[config.mk]
export PLATFORM = sky130hd
export DESIGN_NAME = sram_grid_sampler
export DESIGN_NICKNAME = d
export VERILOG_FILES = /design/src/rtl/sram_grid_pkg.sv /design/src/rtl/rgb565_avg4.sv /design/src/rtl/sram_grid_sampler.sv
export SDC_FILE = /design/constraint.sdc
export NUM_CORES = 1
export LEC_CHECK = 0
export ABC_AREA = 1
export CAP_MARGIN = 20
export CORE_ASPECT_RATIO = 1.2
export CORE_MARGIN = 10
export CORE_UTILIZATION = 48
export CTS_CLUSTER_DIAMETER = 30
export DETAILED_ROUTE_END_ITERATION = 8
export PLACE_DENSITY_LB_ADDON = 0.12
export SLEW_MARGIN = 20
export SYNTH_ARGS = -nofsm -noshare
export SYNTH_HDL_FRONTEND = slang
export SYNTH_SLANG_ARGS = --single-unit
[constraint.sdc]
create_clock -name wclk -period 3.16 [get_ports wclk]
set_clock_uncertainty 0.1 [all_clocks]
set_input_delay 0.632 -clock wclk [delete_from_list [all_inputs] [get_ports wclk]]
set_output_delay 0.632 -clock wclk [all_outputs]
set_load 0.02 [all_outputs]
[src/rtl/sram_grid_pkg.sv]
// Shared types and constants for the SRAM grid sampler and its colour helpers.
package sram_grid_pkg;

    typedef enum logic [2:0] {
        IDLE,
        ISSUE,
        WAIT,
        ACC,
        OUT,
        DONE
    } state_t;

    localparam int R_HI = 15;
    localparam int R_LO = 11;
    localparam int G_HI = 10;
    localparam int G_LO = 5;
    localparam int B_HI = 4;
    localparam int B_LO = 0;

    // True when every sample (plus its averaging neighbour) lies inside the frame
    // and the index/address widths can represent the grid and the frame.
    function automatic bit grid_cfg_ok(
        input int h_max,
        input int v_max,
        input int grid,
        input int h_start,
        input int v_start,
        input int h_step,
        input int v_step,
        input int avg_en,
        input int rd_lat,
        input int idx_w,
        input int addr_w
    );
        return (grid >= 1) && (grid <= 15) && (rd_lat >= 1) && (rd_lat <= 4)
            && (h_start + (grid - 1) * h_step + avg_en < h_max)
            && (v_start + (grid - 1) * v_step + avg_en < v_max)
            && (longint'(grid * grid) < (longint'(1) << idx_w))
            && (longint'(h_max) * longint'(v_max) <= (longint'(1) << addr_w));
    endfunction

endpackage

[src/rtl/rgb565_avg4.sv]
// Per-channel RGB565 accumulator over four pixels; result is each sum >> 2 (truncated).
// Sums update one cycle after add; clr has priority over add.
module rgb565_avg4
    import sram_grid_pkg::*;
(
    input  logic        clk,
    input  logic        rst,
    input  logic        clr,
    input  logic        add,
    input  logic [15:0] pix_in,
    output logic [15:0] rgb_out
);

    logic [6:0] r_rsum;
    logic [7:0] r_gsum;
    logic [6:0] r_bsum;

    always_ff @(posedge clk) begin
        if (rst || clr) begin
            r_rsum <= '0;
            r_gsum <= '0;
            r_bsum <= '0;
        end else if (add) begin
            r_rsum <= r_rsum + {2'b00, pix_in[R_HI:R_LO]};
            r_gsum <= r_gsum + {2'b00, pix_in[G_HI:G_LO]};
            r_bsum <= r_bsum + {2'b00, pix_in[B_HI:B_LO]};
        end
    end

    assign rgb_out = {r_rsum[6:2], r_gsum[7:2], r_bsum[6:2]};

endmodule

[src/rtl/sram_grid_sampler.sv]
// Fetches a GRID x GRID lattice of pixels from frame SRAM, one read outstanding at a time,
// (2+RD_LAT) cycles per read; each sample is held on out_valid until out_ready.
module sram_grid_sampler
    import sram_grid_pkg::*;
#(
    parameter int H_MAX   = 320,
    parameter int V_MAX   = 240,
    parameter int GRID    = 3,
    parameter int H_START = 40,
    parameter int V_START = 40,
    parameter int H_STEP  = 80,
    parameter int V_STEP  = 80,
    parameter int AVG_EN  = 0,
    parameter int RD_LAT  = 1,
    parameter int ADDR_W  = 19,
    parameter int IDX_W   = 8
) (
    input  logic              wclk,
    input  logic              rst,
    input  logic              start,
    output logic              busy,
    output logic              sram_sel,
    output logic              sram_we,
    output logic              sram_rd,
    output logic [ADDR_W-1:0] sram_addr,
    input  logic [15:0]       sram_rdata,
    output logic              out_valid,
    input  logic              out_ready,
    output logic [15:0]       rgb565,
    output logic [IDX_W-1:0]  position_coding,
    output logic              done
);

    if (!grid_cfg_ok(H_MAX, V_MAX, GRID, H_START, V_START, H_STEP, V_STEP,
                     AVG_EN, RD_LAT, IDX_W, ADDR_W)) begin : g_bad_cfg
        $error("sram_grid_sampler: sample lattice does not fit the frame or index width");
    end

    localparam logic [ADDR_W-1:0] ROW0     = ADDR_W'(V_START * H_MAX);
    localparam logic [ADDR_W-1:0] ROW_STEP = ADDR_W'(V_STEP * H_MAX);
    localparam logic [ADDR_W-1:0] COL0     = ADDR_W'(H_START);
    localparam logic [ADDR_W-1:0] COL_STEP = ADDR_W'(H_STEP);
    localparam logic [ADDR_W-1:0] PITCH    = ADDR_W'(H_MAX);
    localparam logic [3:0]        G_LAST   = 4'(GRID - 1);
    localparam logic [1:0]        LAT_LAST = 2'(RD_LAT - 1);

    state_t             r_state;
    logic [3:0]         r_gx;
    logic [3:0]         r_gy;
    logic [1:0]         r_k;
    logic [1:0]         r_lat;
    logic [ADDR_W-1:0]  r_row_base;
    logic [ADDR_W-1:0]  r_col_off;
    logic [ADDR_W-1:0]  r_addr;
    logic [15:0]        r_pix;
    logic [15:0]        r_rgb;
    logic [IDX_W-1:0]   r_idx;
    logic [IDX_W-1:0]   r_pos;
    logic               r_busy;
    logic               r_rd;
    logic               r_valid;
    logic               r_done;

    logic [1:0]         w_k_nxt;
    logic [ADDR_W-1:0]  w_sub_off;
    logic [ADDR_W-1:0]  w_pt_addr;
    logic [ADDR_W-1:0]  w_sub_addr;
    logic               w_last_col;
    logic               w_last_pt;
    logic [ADDR_W-1:0]  w_nx_col;
    logic [ADDR_W-1:0]  w_nx_row;
    logic [ADDR_W-1:0]  w_next_addr;
    logic               w_acc_clr;
    logic               w_acc_add;
    logic [15:0]        w_avg_rgb;

    // Sub-read k of a point walks the 2x2 block: +0, +1, +H_MAX, +H_MAX+1.
    always_comb begin
        w_k_nxt = r_k + 2'd1;
        case (w_k_nxt)
            2'd1:    w_sub_off = ADDR_W'(1);
            2'd2:    w_sub_off = PITCH;
            2'd3:    w_sub_off = PITCH + ADDR_W'(1);
            default: w_sub_off = '0;
        endcase
    end

    assign w_pt_addr   = r_row_base + r_col_off;
    assign w_sub_addr  = w_pt_addr + w_sub_off;
    assign w_last_col  = (r_gx == G_LAST);
    assign w_last_pt   = w_last_col && (r_gy == G_LAST);
    assign w_nx_col    = w_last_col ? COL0 : (r_col_off + COL_STEP);
    assign w_nx_row    = w_last_col ? (r_row_base + ROW_STEP) : r_row_base;
    assign w_next_addr = w_nx_row + w_nx_col;

    assign w_acc_clr = ((r_state == IDLE) && start)
                    || ((r_state == OUT) && out_ready && !w_last_pt);
    assign w_acc_add = (AVG_EN != 0) && (r_state == ACC);

    rgb565_avg4 u_avg (
        .clk     (wclk),
        .rst     (rst),
        .clr     (w_acc_clr),
        .add     (w_acc_add),
        .pix_in  (r_pix),
        .rgb_out (w_avg_rgb)
    );

    always_ff @(posedge wclk) begin
        if (rst) begin
            r_state    <= IDLE;
            r_gx       <= '0;
            r_gy       <= '0;
            r_k        <= '0;
            r_lat      <= '0;
            r_row_base <= '0;
            r_col_off  <= '0;
            r_addr     <= '0;
            r_pix      <= '0;
            r_rgb      <= '0;
            r_idx      <= '0;
            r_pos      <= '0;
            r_busy     <= 1'b0;
            r_rd       <= 1'b0;
            r_valid    <= 1'b0;
            r_done     <= 1'b0;
        end else begin
            r_rd   <= 1'b0;
            r_done <= 1'b0;
            case (r_state)
                IDLE: begin
                    if (start) begin
                        r_state    <= ISSUE;
                        r_busy     <= 1'b1;
                        r_gx       <= '0;
                        r_gy       <= '0;
                        r_k        <= '0;
                        r_idx      <= IDX_W'(1);
                        r_row_base <= ROW0;
                        r_col_off  <= COL0;
                        r_addr     <= ROW0 + COL0;
                        r_rd       <= 1'b1;
                    end
                end
                ISSUE: begin
                    r_state <= WAIT;
                    r_lat   <= '0;
                end
                WAIT: begin
                    if (r_lat == LAT_LAST) begin
                        r_pix   <= sram_rdata;
                        r_state <= ACC;
                    end else begin
                        r_lat <= r_lat + 2'd1;
                    end
                end
                ACC: begin
                    if ((AVG_EN != 0) && (r_k != 2'd3)) begin
                        r_k     <= w_k_nxt;
                        r_addr  <= w_sub_addr;
                        r_rd    <= 1'b1;
                        r_state <= ISSUE;
                    end else begin
                        r_rgb   <= r_pix;
                        r_pos   <= r_idx;
                        r_valid <= 1'b1;
                        r_state <= OUT;
                    end
                end
                OUT: begin
                    if (out_ready) begin
                        r_valid <= 1'b0;
                        if (w_last_pt) begin
                            r_done  <= 1'b1;
                            r_state <= DONE;
                        end else begin
                            r_gx       <= w_last_col ? 4'd0 : (r_gx + 4'd1);
                            r_gy       <= w_last_col ? (r_gy + 4'd1) : r_gy;
                            r_col_off  <= w_nx_col;
                            r_row_base <= w_nx_row;
                            r_k        <= '0;
                            r_idx      <= r_idx + IDX_W'(1);
                            r_addr     <= w_next_addr;
                            r_rd       <= 1'b1;
                            r_state    <= ISSUE;
                        end
                    end
                end
                DONE: begin
                    r_busy  <= 1'b0;
                    r_state <= IDLE;
                end
                default: r_state <= IDLE;
            endcase
        end
    end

    assign busy            = r_busy;
    assign sram_sel        = r_rd;
    assign sram_rd         = r_rd;
    assign sram_we         = 1'b0;
    assign sram_addr       = r_addr;
    assign out_valid       = r_valid;
    assign rgb565          = (AVG_EN != 0) ? w_avg_rgb : r_rgb;
    assign position_coding = r_pos;
    assign done            = r_done;

endmodule

==> results.md <==
* Worst EP arrival at around 3.1 ns
* Worst-Margin Slew at ~0.70 ns
* Layout cells sized above 1 at under 10%
* WHS Endpoint: r_col_off[1]
* I/O pin count at roughly 70
* Util after Layout at approximately three fifths
* Iteration-0 DRC Markers at approximately 200
* Worst r2r dst: sram_addr[18]
* CP startpoint kind: flop
* Core area at 0.0105 mm2
* Worst slew margin at a little over half
* CTS resizes at 0
* Synthesis-stage register bit count at about 110
* Syn Std Cell Area at 0.00510 mm2
* Worst endpoint required time at roughly 3.3 ns
* Vias at around 4600
* Final min period at 2.91 ns
* Area Growth Syn to Fin at 19.5%
* Clock buffer depth at 2
* Worst Hold Launch: r_col_off[1]
* CP Max Fanout at 13
* Row cnt at 41
* Mean Syn Cell Area at 7.62 um2
* CTS Buf Count at 9
* TritonRoute pass-1 iters at 4
* Distinct cells, synth at ~50
* DP Area at 0.00582 mm2
* Top_reg_cell synth: dfxtp_1
* Worst skew pair latency at about 0.35 ns
* Final count of pins violating max slew at 0
* Mapped Cells at approximately 670
* Nets at 762
* Routed WL at about 13000 um
* Post-CTS Setup Inserts at 0
* Die Width at approximately 110 um
* Critical path class: flop to flop
* Placed insts at ~840
* Die Ht at between 100 and 150 um
* I/O Buffers at 67
* Hold Path Class: flop to flop
* Pleak at 2.51 nW
* Final Power at approximately 4.0 mW
* Gpl congestion at around 0.84
* TritonCTS clock tree: done
* Clock transition at the registers of the reported paths at approximately 0.070 ns
* Fin Hold WS at between 0.3 and 0.4 ns
* Initial antenna violation count at 0
* Launch point of the worst reg-to-reg path: r_gx[0]
* Top-area cell type share of the netlist area at 44.0%
* CTS root buf: clkbuf_16
* Most frequent cell after synthesis: nand2_1
* Total gr overflow at 0
* Accumulated negative setup slack at 0 ns
* Number of global-route vias before repair at about 4500
* Min-Delay Path Depth at 2
* Post-synth EDFFs at 0
* Fin worst setup slack at approximately 0.25 ns
* N_diodes at 0
* Leading area contributor after synthesis: dfxtp_1
* Status: completed
* Routed WL per cell at approximately 15 um
* Post-DP HPWL at ~9100 um
* Max IR drop VDD at about 0.35 mV
* Tcrit/Tclk final at 92.2%
* Internal reg-to-reg setup slack at ~0.25 ns
* Initial Utilization at roughly half
* Non-Filler Instances at roughly 860
* Design Area, Final at a little over 0.006 mm2
* Highest clock rate at approximately 0.34 GHz
* Final Hold Fails at 0
* Asr flop ratio synth at 0%
* Vias per cell at about 5.3
* Global-route wire length before repair at between 20000 and 25000 um
* MaxCap Viol Count at 0
* Synth Warn # at 0
* RSZ-0062 raised after global routing: false
* Total GRT Usage at 16.9%
* Largest net degree at the start of global routing at about 50
* Setup Slack @ Placement at between 0.3 and 0.4 ns
* CTS Sinks at ~110
* Post-synth top cells: nand2_1 (120), dfxtp_1 (112), nor2_1 (84), inv_1 (66), a21oi_1 (63)
* Top post-synthesis cells by area: dfxtp_1 (44%), nand2_1 (8.8%), a21oi_1 (6.2%)
* R2R depth at 16
* Worst Setup End Kind: flop
* Antenna Nets Post-Route at 0
* Cts hold-fix bufs at 0
* Syn_nets at about 710
* Register area share after synthesis at around 44%
* Die Area at between 0.015 and 0.02 mm2
* Pwr dens at 661 mW/mm2
* Residual DRC at 0
* Number of H-tree levels at 3
* Final setup fails at 0
==> power breakdown <==
part	switching, mW	internal [mW]	leakage [nW]
clock network	0.529	0.543	0.132
logic	0.814	0.427	1.46
registers	0.123	1.59	0.909
==> routing by layer <==
metal | vias up | GRT usage, % | wire length [um]
li1 | 2321 | - | -
met1 | 2131 | 18.7 | 5270
met2 | 91 | 29.5 | 6430
met3 | 20 | 4.03 | 659
met4 | 0 | 7.53 | 264
met5 | - | 0 | 0
==> placed cells by master, fill, tap and decap left out, drive strengths merged, types with 2 or more instances in the layout <==
cell,n
nor3,13
nand2,128
nand3,48
inv,70
dfxtp,112
buf,6
o22a,2
nand3b,2
ha,17
xor2,8
a311oi,2
o21ai,47
and3,2
clkbuf,11
clkdlybuf4s50,66
a211oi,4
a32o,2
a21oi,63
nand4,4
o22ai,15
clkinv,6
nor2,89
==> registers in the layout (all words and copies together) (netlist names), 8 cells and up <==
| signal | cells |
|---|---|
| r_pix | 16 |
| r_col_off | 19 |
| rgb565 | 16 |
| position_coding | 8 |
| r_row_base | 10 |
| r_idx | 8 |
| sram_addr | 18 |
==> cell families after synthesis <==
| kind of cell | count (synthesis) | share of synthesized area [%] |
|---|---|---|
| buffers and inverters | 99 | 8.51 |
| other | 1 | 0.0735 |
| adder cells (fa/ha/maj) | 17 | 4.17 |
| AND/OR/NAND/NOR | 287 | 25.3 |
| XOR/XNOR | 9 | 1.55 |
| AO/OA/AOI/OAI | 144 | 16.4 |
| flip-flops | 112 | 44.0 |
==> how the worst max path moves through the flow <==
stage               startpoint            end  slack (ns)  cells past startpoint
finish                 r_gx[0]  sram_addr[18]        0.25                     16
global route           r_gx[0]  sram_addr[18]        0.03                     16
CTS                    r_gx[0]  sram_addr[18]        0.26                     16
detailed placement     r_gx[0]  sram_addr[18]        0.31                     16
global placement       r_gx[0]  sram_addr[18]        0.51                     16
floorplan              r_gx[0]  sram_addr[16]        0.70                     15
==> layout make-up <==
class                   instances  area, um2
fillers                      1003       4370
repair buffers                 72        703
well taps                     129        161
inverters                      72        280
multi-input cells             458       2430
clock buffers                  11        233
flip-flops and latches        112       2240
clock inverters                 5       41.3
==> critical path, cell delays in order (launching register included) <==
cell and delay, ns:
dfxtp_1 0.35, inv_1 0.09, ha_1 0.23, nand2_4 0.15, clkinv_4 0.12, nand2_1 0.09, nor3_1 0.19, xor2_1 0.25
inv_1 0.07, ha_1 0.36, inv_1 0.09, nor3_1 0.24, nand3_1 0.12, nand4_1 0.13, nand3_1 0.09, nand3_1 0.10
nand2_1 0.05
(Power assumes the default switching activity.)
